## src/rtl/active_list_recovery_walker_if.sv

```systemverilog
`default_nettype none
// ============================================================================
// Module      : active_list_recovery_walker_if
// Description : Bundle of the recovery-walker control and status signals.
//               master = recovery manager / commit side (drives requests),
//               slave  = the walker itself.
//               Signals: startRecovery, flushHeadPtr, flushTailPtr,
//               commitPopNum (requests); popHeadNum, popTailNum, walkValid,
//               walkPtr, remainingNum, busy, commitStall, recoveryDone
//               (responses).
//               With ACTIVE_LIST_WALK_STAT_EN defined, walkCycleTotal and
//               walkEntryTotal are added as slave outputs.
// Revision    : 1.0 - initial release
// ============================================================================
interface active_list_recovery_walker_if #(
    parameter int ENTRY_NUM = 64,
    parameter int WIDTH     = 2,
    parameter int PTR_W     = $clog2(ENTRY_NUM),
    parameter int CNT_W     = $clog2(ENTRY_NUM + 1),
    parameter int LANE_W    = $clog2(WIDTH + 1)
);
    logic                   startRecovery;
    logic [PTR_W-1:0]       flushHeadPtr;
    logic [PTR_W-1:0]       flushTailPtr;
    logic [LANE_W-1:0]      commitPopNum;
    logic [LANE_W-1:0]      popHeadNum;
    logic [LANE_W-1:0]      popTailNum;
    logic [WIDTH-1:0]       walkValid;
    logic [WIDTH*PTR_W-1:0] walkPtr;
    logic [CNT_W-1:0]       remainingNum;
    logic                   busy;
    logic                   commitStall;
    logic                   recoveryDone;
`ifdef ACTIVE_LIST_WALK_STAT_EN
    logic [31:0]            walkCycleTotal;
    logic [31:0]            walkEntryTotal;

    modport master (
        output startRecovery, flushHeadPtr, flushTailPtr, commitPopNum,
        input  popHeadNum, popTailNum, walkValid, walkPtr, remainingNum,
               busy, commitStall, recoveryDone, walkCycleTotal, walkEntryTotal
    );
    modport slave (
        input  startRecovery, flushHeadPtr, flushTailPtr, commitPopNum,
        output popHeadNum, popTailNum, walkValid, walkPtr, remainingNum,
               busy, commitStall, recoveryDone, walkCycleTotal, walkEntryTotal
    );
`else
    modport master (
        output startRecovery, flushHeadPtr, flushTailPtr, commitPopNum,
        input  popHeadNum, popTailNum, walkValid, walkPtr, remainingNum,
               busy, commitStall, recoveryDone
    );
    modport slave (
        input  startRecovery, flushHeadPtr, flushTailPtr, commitPopNum,
        output popHeadNum, popTailNum, walkValid, walkPtr, remainingNum,
               busy, commitStall, recoveryDone
    );
`endif
endinterface
`default_nettype wire

```

## src/rtl/active_list_recovery_walker.sv

```systemverilog
`default_nettype none
// ============================================================================
// Module      : active_list_recovery_walker
// Description : Rolls back the active list from the tail after a flush,
//               popping up to WIDTH entries per cycle, and arbitrates the
//               pointer logic between commit (head pops) and the walk
//               (tail pops). Per-lane walk pointers feed rename recovery.
// Ports       : clk, rst (sync, active high)
//               bus (slave modport of active_list_recovery_walker_if):
//                 startRecovery/flushHeadPtr/flushTailPtr  - walk request
//                 commitPopNum -> popHeadNum               - head-pop grant
//                 popTailNum/walkValid/walkPtr             - tail-pop lanes
//                 remainingNum/busy/commitStall/recoveryDone - status
// Option      : ACTIVE_LIST_WALK_STAT_EN adds saturating walkCycleTotal and
//               walkEntryTotal counters.
// Revision    : 1.0 - initial release
// ============================================================================
module active_list_recovery_walker #(
    parameter int ENTRY_NUM = 64,
    parameter int WIDTH     = 2,
    parameter int PTR_W     = $clog2(ENTRY_NUM),
    parameter int CNT_W     = $clog2(ENTRY_NUM + 1),
    parameter int LANE_W    = $clog2(WIDTH + 1)
) (
    input  wire logic                       clk,
    input  wire logic                       rst,
    active_list_recovery_walker_if.slave    bus
);

    localparam logic [CNT_W-1:0] c_entry = CNT_W'(ENTRY_NUM);
    localparam logic [CNT_W-1:0] c_width = CNT_W'(WIDTH);

    typedef enum logic [1:0] {
        S_IDLE = 2'd0,
        S_WALK = 2'd1,
        S_DONE = 2'd2
    } state_t;

    state_t             r_state;
    logic [PTR_W-1:0]   r_cur_tail;
    logic [CNT_W-1:0]   r_remaining;

    logic [CNT_W-1:0]   w_range;
    logic [CNT_W-1:0]   w_pop;
    logic [CNT_W-1:0]   w_tail_ext;
    logic [CNT_W-1:0]   w_next_tail;
    logic               w_walk;

    assign w_walk     = (r_state == S_WALK);
    assign w_tail_ext = CNT_W'(r_cur_tail);

    // Modular arithmetic below may wrap an intermediate at CNT_W bits; the
    // true result is always below ENTRY_NUM, so the final value is exact.
    always_comb begin
        w_range = '0;
        if (bus.flushTailPtr >= bus.flushHeadPtr)
            w_range = CNT_W'(bus.flushTailPtr) - CNT_W'(bus.flushHeadPtr);
        else
            w_range = c_entry + CNT_W'(bus.flushTailPtr) - CNT_W'(bus.flushHeadPtr);
    end

    always_comb begin
        w_pop = '0;
        if (w_walk)
            w_pop = (r_remaining < c_width) ? r_remaining : c_width;
    end

    always_comb begin
        w_next_tail = '0;
        if (w_tail_ext >= w_pop)
            w_next_tail = w_tail_ext - w_pop;
        else
            w_next_tail = w_tail_ext + c_entry - w_pop;
    end

    // Lane i walks youngest-first: (curTail - 1 - i) mod ENTRY_NUM.
    // Idle lanes drive zero so consumers never see stale pointers.
    for (genvar i = 0; i < WIDTH; i++) begin : g_lane
        logic [CNT_W-1:0] w_off;
        logic [CNT_W-1:0] w_lane_ptr;
        logic             w_lane_vld;

        assign w_off      = CNT_W'(i + 1);
        assign w_lane_ptr = (w_tail_ext >= w_off) ? (w_tail_ext - w_off)
                                                  : (w_tail_ext + c_entry - w_off);
        assign w_lane_vld = w_walk && (CNT_W'(i) < w_pop);

        assign bus.walkValid[i]               = w_lane_vld;
        assign bus.walkPtr[i*PTR_W +: PTR_W]  = w_lane_vld ? PTR_W'(w_lane_ptr) : '0;
    end

    always_ff @(posedge clk) begin
        if (rst) begin
            r_state     <= S_IDLE;
            r_cur_tail  <= '0;
            r_remaining <= '0;
        end else begin
            case (r_state)
                S_IDLE: begin
                    if (bus.startRecovery) begin
                        r_cur_tail  <= bus.flushTailPtr;
                        r_remaining <= w_range;
                        r_state     <= (w_range != '0) ? S_WALK : S_DONE;
                    end
                end
                S_WALK: begin
                    r_remaining <= r_remaining - w_pop;
                    r_cur_tail  <= PTR_W'(w_next_tail);
                    if (r_remaining == w_pop)
                        r_state <= S_DONE;
                end
                S_DONE:  r_state <= S_IDLE;
                default: r_state <= S_IDLE;
            endcase
        end
    end

    // Commit keeps the pointer logic only while idle; the head pop granted
    // in the start cycle is safe because the flush range excludes it.
    assign bus.popHeadNum   = (r_state == S_IDLE) ? bus.commitPopNum : '0;
    assign bus.popTailNum   = LANE_W'(w_pop);
    assign bus.remainingNum = r_remaining;
    assign bus.busy         = (r_state != S_IDLE);
    assign bus.commitStall  = (r_state != S_IDLE);
    assign bus.recoveryDone = (r_state == S_DONE);

`ifdef ACTIVE_LIST_WALK_STAT_EN
    logic [31:0] r_walk_cycles;
    logic [31:0] r_walk_entries;
    logic [32:0] w_entry_sum;

    assign w_entry_sum = {1'b0, r_walk_entries} + 33'(w_pop);

    always_ff @(posedge clk) begin
        if (rst) begin
            r_walk_cycles  <= '0;
            r_walk_entries <= '0;
        end else begin
            if (w_walk && (r_walk_cycles != '1))
                r_walk_cycles <= r_walk_cycles + 32'd1;
            r_walk_entries <= w_entry_sum[32] ? '1 : w_entry_sum[31:0];
        end
    end

    assign bus.walkCycleTotal = r_walk_cycles;
    assign bus.walkEntryTotal = r_walk_entries;
`endif

`ifndef SYNTHESIS
    always_ff @(posedge clk) begin
        if (!rst) begin
            assert (bus.commitPopNum <= LANE_W'(WIDTH))
                else $error("commitPopNum %0d exceeds WIDTH", bus.commitPopNum);
            assert (!(bus.startRecovery && (r_state != S_IDLE)))
                else $warning("startRecovery while walker busy is ignored");
        end
    end
`endif

endmodule
`default_nettype wire
```

## src/flat_wrapper.sv

```systemverilog
// flat-port wrapper written by rule: the top's interface ports become plain ports
module active_list_recovery_walker_flat 
#(
    parameter int ENTRY_NUM = 64,
    parameter int WIDTH     = 2,
    parameter int PTR_W     = $clog2(ENTRY_NUM),
    parameter int CNT_W     = $clog2(ENTRY_NUM + 1),
    parameter int LANE_W    = $clog2(WIDTH + 1)
)
  (clk, rst, bus_startRecovery, bus_flushHeadPtr, bus_flushTailPtr, bus_commitPopNum, bus_popHeadNum, bus_popTailNum, bus_walkValid, bus_walkPtr, bus_remainingNum, bus_busy, bus_commitStall, bus_recoveryDone);
  active_list_recovery_walker_if #(.ENTRY_NUM(ENTRY_NUM), .WIDTH(WIDTH), .PTR_W(PTR_W), .CNT_W(CNT_W), .LANE_W(LANE_W)) bus_i ();
  input  wire logic clk;
  input  wire logic rst;
  input wire logic [$bits(bus_i.startRecovery)-1:0] bus_startRecovery;
  input wire logic [$bits(bus_i.flushHeadPtr)-1:0] bus_flushHeadPtr;
  input wire logic [$bits(bus_i.flushTailPtr)-1:0] bus_flushTailPtr;
  input wire logic [$bits(bus_i.commitPopNum)-1:0] bus_commitPopNum;
  output wire logic [$bits(bus_i.popHeadNum)-1:0] bus_popHeadNum;
  output wire logic [$bits(bus_i.popTailNum)-1:0] bus_popTailNum;
  output wire logic [$bits(bus_i.walkValid)-1:0] bus_walkValid;
  output wire logic [$bits(bus_i.walkPtr)-1:0] bus_walkPtr;
  output wire logic [$bits(bus_i.remainingNum)-1:0] bus_remainingNum;
  output wire logic [$bits(bus_i.busy)-1:0] bus_busy;
  output wire logic [$bits(bus_i.commitStall)-1:0] bus_commitStall;
  output wire logic [$bits(bus_i.recoveryDone)-1:0] bus_recoveryDone;
  assign bus_i.startRecovery = bus_startRecovery;
  assign bus_i.flushHeadPtr = bus_flushHeadPtr;
  assign bus_i.flushTailPtr = bus_flushTailPtr;
  assign bus_i.commitPopNum = bus_commitPopNum;
  assign bus_popHeadNum = bus_i.popHeadNum;
  assign bus_popTailNum = bus_i.popTailNum;
  assign bus_walkValid = bus_i.walkValid;
  assign bus_walkPtr = bus_i.walkPtr;
  assign bus_remainingNum = bus_i.remainingNum;
  assign bus_busy = bus_i.busy;
  assign bus_commitStall = bus_i.commitStall;
  assign bus_recoveryDone = bus_i.recoveryDone;
  active_list_recovery_walker #(.ENTRY_NUM(ENTRY_NUM), .WIDTH(WIDTH), .PTR_W(PTR_W), .CNT_W(CNT_W), .LANE_W(LANE_W)) u_core (.clk(clk), .rst(rst), .bus(bus_i));
endmodule
```

## config.mk

```make
export PLATFORM = sky130hd
export DESIGN_NAME = active_list_recovery_walker_flat
export DESIGN_NICKNAME = d
export VERILOG_FILES = /design/src/rtl/active_list_recovery_walker_if.sv /design/src/rtl/active_list_recovery_walker.sv /design/src/flat_wrapper.sv
export SDC_FILE = /design/constraint.sdc
export NUM_CORES = 1
export LEC_CHECK = 0
export CORE_UTILIZATION = 45
export DETAILED_ROUTE_END_ITERATION = 16
export PLACE_DENSITY = 0.74
export SKIP_CTS_REPAIR_TIMING = 1
export SLEW_MARGIN = 25
export SYNTH_ARGS = -nofsm -noshare
export SYNTH_HDL_FRONTEND = slang
export SYNTH_SLANG_ARGS = --single-unit
```

## constraint.sdc

```tcl
create_clock -name clk -period 2.3 [get_ports clk]
set_input_delay 0.46 -clock clk [delete_from_list [all_inputs] [get_ports clk]]
set_output_delay 0.46 -clock clk [all_outputs]
set_load 0.1 [all_outputs]
```

Word-level counts from Yosys, hierarchy flattened --
Cells that the tools add are included.
Storage, ports and cells: bits in registers 15, input bits 17, output and inout port bits 28
Cells by class: add/sub/neg operators 11, magnitude comparators 7, equal/unequal tests 5, mux-type cells 17, reductions and logical operators 8
Operators with widths (number):
- $mux 6 | 6
- $mux 7 | 4
- $lt 1x7->1 const A | 2
- $pmux 7 s2 | 1
- $pmux 6 s2 | 1
- $sub 6x1->6 const B | 2
- $sub 6x2->6 const B | 2
- $sub 6x6->6 | 2
- $mux 2 | 4
- $add 7x6->7 const A | 1
- $eq 7x7->1 | 1
- $ge 6x7->1 | 1
- $lt 7x2->1 const B | 1
- $reduce_bool 7->1 | 1
- $sub 6x6->7 | 1
- $sub 7x6->7 | 1
- $sub 7x7->7 | 1
- $add 6x1->6 const B | 1
- $ge 6x1->1 const B | 1
- $ge 6x2->1 const B | 1
- $ge 6x6->1 | 1
- $ne 2x2->1 const B | 2
- $pmux 2 s2 | 1
- $reduce_and 2->1 | 2
- 5 further kinds | 7

Depth between registers and ports, before layout --
Gate-level depths: netlist (run 1).
word-level depth 7, gate-level depth with buffers 11, depth with buffers taken out 10

Worst setup path after synthesis (run 1) --
OpenSTA, ideal clock, no wires.
kind flip-flop to flip-flop, from register u_core.r_remaining[0], in the netlist u_core.bus.remainingNum[0], to register u_core.r_remaining[6], in the netlist u_core.bus.remainingNum[6], arrival 4.739 ns, data required time 2.172 ns, setup slack -2.567 ns, cell stages (with the launch flop) 10, path buffers 0, period minus slack after synthesis 4.867 ns, path through dfxtp_1 > inv_1 > nor3_1 > ha_1 > fa_1 > nor2b_1 > o31a_1 > o22ai_1 > mux2i_1 > o211ai_1
Between the ends: cells in the longest elaborated chain, start to end 5
RTL lines:
- from (decl) | line active_list_recovery_walker.sv:41 | logic [CNT_W-1:0] r_remaining;
- from (signal assigned) | line active_list_recovery_walker.sv:102 | r_remaining <= w_range;
- from (signal assigned) | line active_list_recovery_walker.sv:107 | r_remaining <= r_remaining - w_pop;
- $lt 7x2->1 | line active_list_recovery_walker.sv:65 | w_pop = (r_remaining < c_width) ? r_remaining : c_width;
- $mux 7 (*) | line active_list_recovery_walker.sv:65
- $mux 7 (*) | line active_list_recovery_walker.sv:64 | if (w_walk)
- named net bus_popTailNum[0] | line flat_wrapper.sv:19 | output wire logic [$bits(bus_i.popTailNum)-1:0] bus_popTailNum;
- $sub 7x7->7 (*) | line active_list_recovery_walker.sv:107
- $pmux 7 s2 (*) | line active_list_recovery_walker.sv:98 | case (r_state)
The timed path passes the listed nets; every way through them passes the cells marked *. A chain may end at the register's enable or synchronous reset.

Worst setup path after layout (run 1) --
from register u_core.r_remaining[4], in the netlist u_core.bus.remainingNum[4], to register u_core.r_remaining[6], in the netlist u_core.bus.remainingNum[6]
Between the ends: cells in the longest elaborated chain, start to end 5
RTL lines (line):
- $lt 7x2->1 | active_list_recovery_walker.sv:65
- $mux 7 | active_list_recovery_walker.sv:65
- $mux 7 | active_list_recovery_walker.sv:64
- $sub 7x7->7 (*) | active_list_recovery_walker.sv:107
- $pmux 7 s2 (*) | active_list_recovery_walker.sv:98
Mark *: on every way between the ends. The rest lies on a longest branch, timed or not.

==> flow_summary.toml, run 1 <==
[worst_setup_path]
critical_path.slowest_cell = "sky130_fd_sc_hd__dfxtp_4"
crit_arrival_ns = 2.39
reg2reg_depth = 10
crit_cells = 10
cp_slowest_stage_delay_ns = 0.37
critical_path.max_fanout = 5
required_ns = 2.43
timing.critical_path.max_delay_family = "simple AND/OR/NAND/NOR gates"
timing.critical_path.buf_inv = 0
timing_worst_setup_path_type = "reg2reg"
capturing_element_type_of_the_critical_path = "flip-flop"
cp_cell_sequence = "nor2_2, nand3_4, nor3_4, ha_2, fa_1, nor2b_2, o31a_1, o22ai_2, mux2i_1, o211ai_1"
worstSetupStartpointType = "flip-flop"

[clocking]
numClockSinks = 15
tritoncts_clock_tree = "yes"
clock_path_buffers = 2
path_clk_slew_ns = 0.07
ctsRootBufferMaster = "sky130_fd_sc_hd__clkbuf_8"
worstSkewPairLatency_ns = 0.26
ctsHtreeMaxLevel = 1
cts_made_buffers = 3

[global_routing]
grt_max_degree = 15
global_route_wire_length_before_repair_um = 8420
gr-total-overflow = 0
grt_use_met3_pct = 2.68
met1_usage_pct = 33.2
grt_usage_pct = 25.8
antenna_violations_before_repair = 0
grt_util_met2_pct = 44.7
globalRoute.busiestLayer = "met2"
first_global_vias = 1863

[layout]
final.fill_count = 266
layout_common_cells = "sky130_fd_sc_hd__buf_4, sky130_fd_sc_hd__nor2_1, sky130_fd_sc_hd__buf_12"
final_nets = 348
final_layout_size_suffix_gt1_share_pct = 33.7
layout.cells.most_common = "sky130_fd_sc_hd__buf_4"
utilization_pct = 76.4
final_design_area_no_fill_um2 = 2820
antenna_cells_inserted = 0
area_growth_syn_to_layout_pct = 61.7

[synth]
post_synthesis_compound_gate_area_fraction_pct = 21.7
yosys-mux-area-fraction_pct = 1.15
yosysTopAreaCellShare_pct = 17.2
netlist.top_cell.by_area = "sky130_fd_sc_hd__dfxtp_1"
synth_top_family_by_area = "simple AND/OR/NAND/NOR gates"
ys_seq_area_share_pct = 17.2
synth_simple_gate_area_share_pct = 26.7
synth_cells = 239
synth-adder-area-share_pct = 18.5
synth-xor-area-share_pct = 6.54
synthArstFlopShare_pct = 0
yosysWarnings = 0
synth_ff_type = "sky130_fd_sc_hd__dfxtp_1"
synth_cell_types = 49
syn_area_per_cell_um2 = 7.29
synthesized_area_um2 = 1740
leading_post_synthesis_cells_by_cell_area = "sky130_fd_sc_hd__dfxtp_1, sky130_fd_sc_hd__ha_1, sky130_fd_sc_hd__nor2_1, sky130_fd_sc_hd__inv_1, sky130_fd_sc_hd__nand2_1"
synth.ff_latch_count = 15
number_of_enable_flip_flop_cells_after_synthesis = 0

[pwr]
leakage_nw = 1.26
powerDensity_nw_per_um2 = 811
vdd_drop_max_mv = 0.434
fin_total_pwr_w = 0.00228

[sta]
pnr_worst_setup_slack_ns = 0.0470
maxSlewViolCount = 0
final_hold_viol_count = 0
setup-tns-final_ns = 0
maximum_clock_rate_ghz = 0.444
worst_skew_ns = 0.00908
share_of_the_clock_period_used_by_the_worst_path_pct = 98.0
setup-violations-final = 0
final_period_demand_of_the_worst_path_ns = 2.25

[status]
run_status = "finished, final reports clean"

[routing]
drt.antenna.violating_nets = 0
drt-pass1-iter-count = 5
drt_iter0_markers = 125
detail_route.drc_violations = 0
wl_per_cell_um = 15.3
dr_vias_cell = 5.66
via_count = 2002
wirelength_um = 5430

[floorplanning]
coreArea_um2 = 3690
fp.dieW_um = 64.2
die_height_um = 64.2
dieArea_um2 = 4120
initial_core_utilization_pct = 47.2
io_pins = 45
placement_rows = 22

[flow_run]
cap_violations = 0

[worst_hold_path]
timing.hold.worst_path_depth = 2
min-delay-path-class = "reg2reg"

[place]
detailed_place.area_um2 = 2640
detailedPlace.worstSlack_ns = -0.503
dp_hpwl_um = 4100
place.gp.congestion = 0.940
io_buffer_count = 44
## path summary, 6_finish.rpt
check / slack [ns] / to / startpoint
setup / recovery: 0.05 / u_core.bus.remainingNum[6] / u_core.bus.remainingNum[4]
hold / removal: 0.51 / u_core.bus.remainingNum[1] / u_core.bus.remainingNum[1]
setup reg to reg: 0.05 / u_core.bus.remainingNum[6] / u_core.bus.remainingNum[4]
hold reg to reg: 0.51 / u_core.bus.remainingNum[1] / u_core.bus.remainingNum[1]
## registers in the layout, indices dropped and copies added, names as in the netlist
signal,count
u_core.bus.remainingNum,7
u_core.r_state,2
u_core.r_cur_tail,6
## metrics by stage
step | hold WS (ns) | cells
2_1_floorplan | 0.469 | 246
3_3_place_gp | 0.477 | 347
3_5_place_dp | 0.495 | 347
4_1_cts | 0.506 | 351
5_1_grt | 0.543 | 354
6_report | 0.508 | 354
## area by class of cell
cell class / instances / area [µm²] / area share, %
inverter: 20 / 78.8 / 2.80
clock inverter: 1 / 5.00 / 0.178
sequential: 15 / 327 / 11.6
clock buffer: 3 / 41.3 / 1.47
tap: 48 / 60.1 / 2.13
multi-input combinational: 198 / 1490 / 52.9
timing repair buffer: 69 / 816 / 29.0
## worst min-delay path: stages (launching register included)
cell	delay, ns
sky130_fd_sc_hd__dfxtp_4	0.36
sky130_fd_sc_hd__nand2_1	0.06
sky130_fd_sc_hd__a21oi_1	0.05
## Yosys cell counts, types with 5 or more instances
| cell type | instances |
|---|---|
| sky130_fd_sc_hd__clkbuf_1 | 5 |
| sky130_fd_sc_hd__dfxtp_1 | 15 |
| sky130_fd_sc_hd__inv_1 | 20 |
| sky130_fd_sc_hd__xor2_1 | 5 |
| sky130_fd_sc_hd__nand3_1 | 6 |
| sky130_fd_sc_hd__nor2b_1 | 7 |
| sky130_fd_sc_hd__xnor2_1 | 8 |
| sky130_fd_sc_hd__o21ai_0 | 7 |
| sky130_fd_sc_hd__ha_1 | 21 |
| sky130_fd_sc_hd__a211oi_1 | 6 |
| sky130_fd_sc_hd__nor3_1 | 10 |
| sky130_fd_sc_hd__nor2_1 | 35 |
| sky130_fd_sc_hd__a21oi_1 | 11 |
| sky130_fd_sc_hd__nand2_1 | 19 |
## kinds of logic (layout without fill, tap and decap cells)
family	Yosys count	in the layout
fa+ha+maj	24	24
simple gates	97	97
mux	2	2
flops	15	15
buf+inv	33	93
xor+xnor	13	13
other cells	1	8
compound gates	54	54
## where the power goes
group	leakage [nW]	switching [W]	total (W)	internal (W)
combinational	1.11	0.00108	0.00168	0.000605
sequential	0.129	0.0000654	0.000376	0.000311
clock	0.0255	0.000104	0.000225	0.000120
total	1.26	0.00125	0.00228	0.00104
## layer usage
layer,routed length (µm),part of all wire (%)
met5,0,0
met4,56,1.0
met3,382,7.0
met2,2710,50
met1,2280,42
Note: power is estimated with default switching activity, not from simulation.
==> inputs of run 2 (changes only) <==
Settings changed: CORE_UTILIZATION 45 to 53, PLACE_DENSITY 0.74 to 0.82.
Clock period 2.3 ns to 2.68 ns, I/O delays scaled along.
==> flow_summary.toml, run 2 (synthesis results as in run 1) <==
[worst_setup_path]
crit_cells = 9
critical_path.max_fanout = 2
critical_path.startpoint = "bus_flushTailPtr[0]"
r2r_slack_ns = 0.28
timing_worst_setup_path_type = "in2reg"
critical_path.reg2reg.endpoint = "u_core.bus.remainingNum[4]"
reg2reg_depth = 10
capturing_element_type_of_the_critical_path = "flip-flop"
required_ns = 2.91
critical_path.slowest_cell = "sky130_fd_sc_hd__clkdlybuf4s50_1"
cp_cell_sequence = "clkdlybuf4s50_1, inv_1, ha_1, fa_1, xor2_2, nand3_1, a211o_1, o41ai_1, and3_1"
crit_arrival_ns = 2.76
timing.critical_path.max_delay_family = "adder cells"
worstSetupStartpointType = "primary input"
reg2reg_start = "u_core.bus.remainingNum[5]"
worst_setup_path_endpoint = "u_core.r_state[1]"
cp_slowest_stage_delay_ns = 0.49
timing.critical_path.buf_inv = 2

[routing]
dr_vias_cell = 5.62
wl_per_cell_um = 14.1
drt_iter0_markers = 71
via_count = 1877
wirelength_um = 4700
detail_route.drc_violations = 0
drt-pass1-iter-count = 4
drt.antenna.violating_nets = 0

[pwr]
fin_total_pwr_w = 0.00180
leakage_nw = 1.12
powerDensity_nw_per_um2 = 708
vdd_drop_max_mv = 0.499

[floorplanning]
dieArea_um2 = 3520
placement_rows = 20
coreArea_um2 = 3080
fp.dieW_um = 59.3
initial_core_utilization_pct = 56.6
die_height_um = 59.3
io_pins = 45

[global_routing]
grt_max_degree = 18
first_global_vias = 1778
grt_usage_pct = 29.2
global_route_wire_length_before_repair_um = 7800
gr-total-overflow = 0
antenna_violations_before_repair = 0

[layout]
layout.cells.most_common = "sky130_fd_sc_hd__nor2_1"
final_nets = 332
final-seq-area_um2 = 327
multi_input_comb_area_um2 = 1400
antenna_cells_inserted = 0
final_layout_size_suffix_gt1_share_pct = 23.4
layout_common_cells = "sky130_fd_sc_hd__nor2_1, sky130_fd_sc_hd__inv_1, sky130_fd_sc_hd__nand2_1, sky130_fd_sc_hd__ha_1, sky130_fd_sc_hd__buf_4"
finish.cell_count_without_fillers = 334
final.fill_count = 203
area_growth_syn_to_layout_pct = 46.0
largest_reg_flops = 7

[sta]
maxSlewViolCount = 0
final_hold_viol_count = 0
unrepaired_setup_endpoints_after_global_routing = "false"
share_of_the_clock_period_used_by_the_worst_path_pct = 94.4
timing.slew.headroom_pct = 53.8
setup-violations-final = 0
worst_skew_ns = 0.00864
maximum_clock_rate_ghz = 0.395
final_period_demand_of_the_worst_path_ns = 2.53
worst-slew-pin-transition_ns = 0.689
hold_slack_ns = 0.494

[clocking]
tritoncts_clock_tree = "yes"
worstSkewPairLatency_ns = 0.29
ctsRootBufferMaster = "sky130_fd_sc_hd__clkbuf_4"
path_clk_slew_ns = 0.10
ctsHtreeMaxLevel = 1
numClockSinks = 15
clock_path_buffers = 2
cts_made_buffers = 3

[place]
io_buffer_count = 44
dp_cells = 330
dp_hpwl_um = 3780
place.gp.congestion = 0.880

[flow_run]
cap_violations = 0

[worst_hold_path]
min-delay-path-class = "reg2reg"

[status]
run_status = "finished, final reports clean"
-- run 2: how the worst min path moves through the flow --
stage	from	end	slack (ns)	cells past startpoint
2_1_floorplan	u_core.r_cur_tail[0]	u_core.r_cur_tail[0]	0.47	2
3_5_place_dp	u_core.bus.remainingNum[0]	u_core.bus.remainingNum[0]	0.47	2
6_report	u_core.bus.remainingNum[0]	u_core.bus.remainingNum[0]	0.49	2
5_1_grt	u_core.bus.remainingNum[0]	u_core.bus.remainingNum[0]	0.50	2
3_3_place_gp	u_core.bus.remainingNum[0]	u_core.bus.remainingNum[0]	0.47	2
4_1_cts	u_core.bus.remainingNum[0]	u_core.bus.remainingNum[0]	0.49	2
-- run 2: power breakdown --
part	switching, W	internal [W]
logic	0.000875	0.000464
registers	0.0000577	0.000266
clock network	0.0000791	0.0000578
-- run 2: area by class of cell --
cell class | count | area share (%)
Inverter | 20 | 2.95
Tap cell | 44 | 2.16
Multi-Input combinational cell | 198 | 54.9
Sequential cell | 15 | 12.8
Clock buffer | 4 | 1.03
Timing Repair Buffer | 53 | 26.1
-- run 2: worst min-delay path, delay by kind of cell, from the launching register on --
| family | cells | cell delay [ns] |
|---|---|---|
| AND/OR/NAND/NOR | 1 | 0.05 |
| AO/OA/AOI/OAI | 1 | 0.05 |
| flip-flops | 1 | 0.36 |
-- run 2: through the flow --
step           setup TNS, ns  cell area, µm²  setup slack, ns  util (%)
2_1_floorplan          -3.42            1850           -0.341         -
3_3_place_gp          -0.234            2500           -0.130      81.3
3_5_place_dp          -0.316            2500           -0.173      81.3
4_1_cts                    0            2530            0.102      82.2
5_1_grt                    0            2540          0.00591      82.6
6_report                   0            2540            0.150      82.6
-- run 2: routing by layer --
metal	global-route usage, %	wire [µm]
met1	36.2	2000
met5	0	0
met4	11.6	89
met3	1.97	282
met2	52.0	2330
==> inputs of run 3 (changes only) <==
Settings changed: CORE_MARGIN set to 2.
==> flow_summary.toml, run 3 (synthesis results as in run 1) <==
[worst_setup_path]
cp_cell_sequence = "clkdlybuf4s50_1, inv_1, ha_1, fa_1, xor2_1, nand3_1, a211o_1, o41ai_2, and3_1"
critical_path.max_fanout = 2
timing_worst_setup_path_type = "in2reg"
worstSetupStartpointType = "primary input"
capturing_element_type_of_the_critical_path = "flip-flop"
timing.critical_path.buf_inv = 2
crit_arrival_ns = 2.81
timing.critical_path.max_delay_family = "adder cells"
cp_slowest_stage_delay_ns = 0.47
critical_path.slowest_cell = "sky130_fd_sc_hd__clkdlybuf4s50_1"
required_ns = 2.94

[sta]
worst_skew_ns = 0.00561
maxSlewViolCount = 0
share_of_the_clock_period_used_by_the_worst_path_pct = 95.4
final_hold_viol_count = 0
worst-slew-pin-transition_ns = 0.713
maximum_clock_rate_ghz = 0.391
timing.slew.headroom_pct = 52.2
setup-violations-final = 0
pnr_worst_setup_slack_ns = 0.123
final_period_demand_of_the_worst_path_ns = 2.56

[place]
place.gp.congestion = 0.909
detailedPlace.worstSlack_ns = -0.226
dp_hpwl_um = 4120
io_buffer_count = 44

[layout]
utilization_pct = 83.6
layout_common_cells = "sky130_fd_sc_hd__nor2_1, sky130_fd_sc_hd__buf_4, sky130_fd_sc_hd__inv_1"
final.fill_count = 203
area_growth_syn_to_layout_pct = 47.8
final_layout_size_suffix_gt1_share_pct = 24.5
largest_reg_flops = 7
antenna_cells_inserted = 0
layout.cells.most_common = "sky130_fd_sc_hd__nor2_1"
final_nets = 336

[clocking]
ctsRootBufferMaster = "sky130_fd_sc_hd__clkbuf_4"
path_clk_slew_ns = 0.11
ctsHtreeMaxLevel = 1
cts_made_buffers = 3
worstSkewPairLatency_ns = 0.31
numClockSinks = 15
tritoncts_clock_tree = "yes"
clock_path_buffers = 2

[global_routing]
global_route_wire_length_before_repair_um = 8040
first_global_vias = 1753
gr-total-overflow = 0
grt_max_degree = 18
grt_usage_pct = 29.6
antenna_violations_before_repair = 0

[floorplanning]
coreArea_um2 = 3080
placement_rows = 20
die_height_um = 61.3
fp.dieW_um = 61.3
dieArea_um2 = 3760
io_pins = 45
initial_core_utilization_pct = 56.6

[pwr]
power.net_switching_w = 0.00103
proportion_of_power_drawn_by_flip_flops_and_latches_pct = 17.8
vdd_drop_max_mv = 0.590
fin_total_pwr_w = 0.00183
powerDensity_nw_per_um2 = 710
switching_share_pct = 56.5
leakage_nw = 1.14
p_comb_share_pct = 74.1
power_report.internal_total_w = 0.000796
share_of_power_burned_in_the_clock_network_pct = 8.1

[routing]
wl_per_cell_um = 15.0
dr_vias_cell = 5.73
drt.antenna.violating_nets = 0
drt-pass1-iter-count = 4
detail_route.drc_violations = 0
drt_iter0_markers = 112
wirelength_um = 5080
via_count = 1937

[status]
run_status = "finished, final reports clean"

[flow_run]
cap_violations = 0

[worst_hold_path]
min-delay-path-class = "reg2reg"
## run 3: cell count changes in the layout (fill, tap and decap cells not counted), sizes merged
cell  before  now
buf       37   41
## run 3: final cells by class
class | count | area, µm² | area share, %
multi-input combinational | 198 | 1400 | 54.3
sequential | 15 | 327 | 12.7
clock buffer | 4 | 26.3 | 1.02
tap | 44 | 55.1 | 2.14
timing repair buffer | 57 | 693 | 26.9
inverter | 20 | 75.1 | 2.92
## run 3: per-stage QoR
step | TNS [ns] | hold slack [ns] | std cells | cell area [µm²]
final | 0 | 0.502 | 338 | 2570
after global routing | -0.00768 | 0.529 | 338 | 2570
after CTS | 0 | 0.503 | 338 | 2560
after detailed placement | -0.443 | 0.485 | 334 | 2530
after global placement | -0.326 | 0.471 | 334 | 2530
after floorplan | -3.42 | 0.469 | 246 | 1850
## run 3: worst paths after layout
check	from	to	slack [ns]	cells after the start
hold / removal	u_core.bus.remainingNum[0]	u_core.bus.remainingNum[0]	0.50	2
hold reg to reg	u_core.bus.remainingNum[0]	u_core.bus.remainingNum[0]	0.50	2
setup reg to reg	u_core.r_state[1]	u_core.bus.remainingNum[4]	0.26	9
setup / recovery	bus_flushTailPtr[0]	u_core.r_state[1]	0.12	9
## run 3: worst reg2reg max path, stage by stage, from the launching register on
cell	delay [ns]
sky130_fd_sc_hd__dfxtp_1	0.53
sky130_fd_sc_hd__nand2b_1	0.25
sky130_fd_sc_hd__nor3_4	0.08
sky130_fd_sc_hd__ha_2	0.19
sky130_fd_sc_hd__fa_1	0.39
sky130_fd_sc_hd__nor2b_1	0.25
sky130_fd_sc_hd__o21ai_0	0.12
sky130_fd_sc_hd__a211oi_1	0.28
sky130_fd_sc_hd__a211oi_1	0.09
sky130_fd_sc_hd__nor3_1	0.18
## run 3: power groups by stage
stage               Sequential (W)  Combinational, W  Clock (W)
floorplan                 0.000440          0.000843          0
global route              0.000331           0.00144   0.000154
finish                    0.000325           0.00135   0.000149
global placement          0.000326           0.00131          0
CTS                       0.000323           0.00134   0.000147
detailed placement        0.000329           0.00134          0
## run 3: metal layers
| layer | vias up | routed length (µm) | track usage [%] |
|---|---|---|---|
| li1 | 937 | - | - |
| met1 | 896 | 2110 | 36.5 |
| met2 | 85 | 2470 | 50.0 |
| met3 | 19 | 308 | 4.20 |
| met4 | 0 | 194 | 14.9 |
| met5 | - | 0 | 0 |
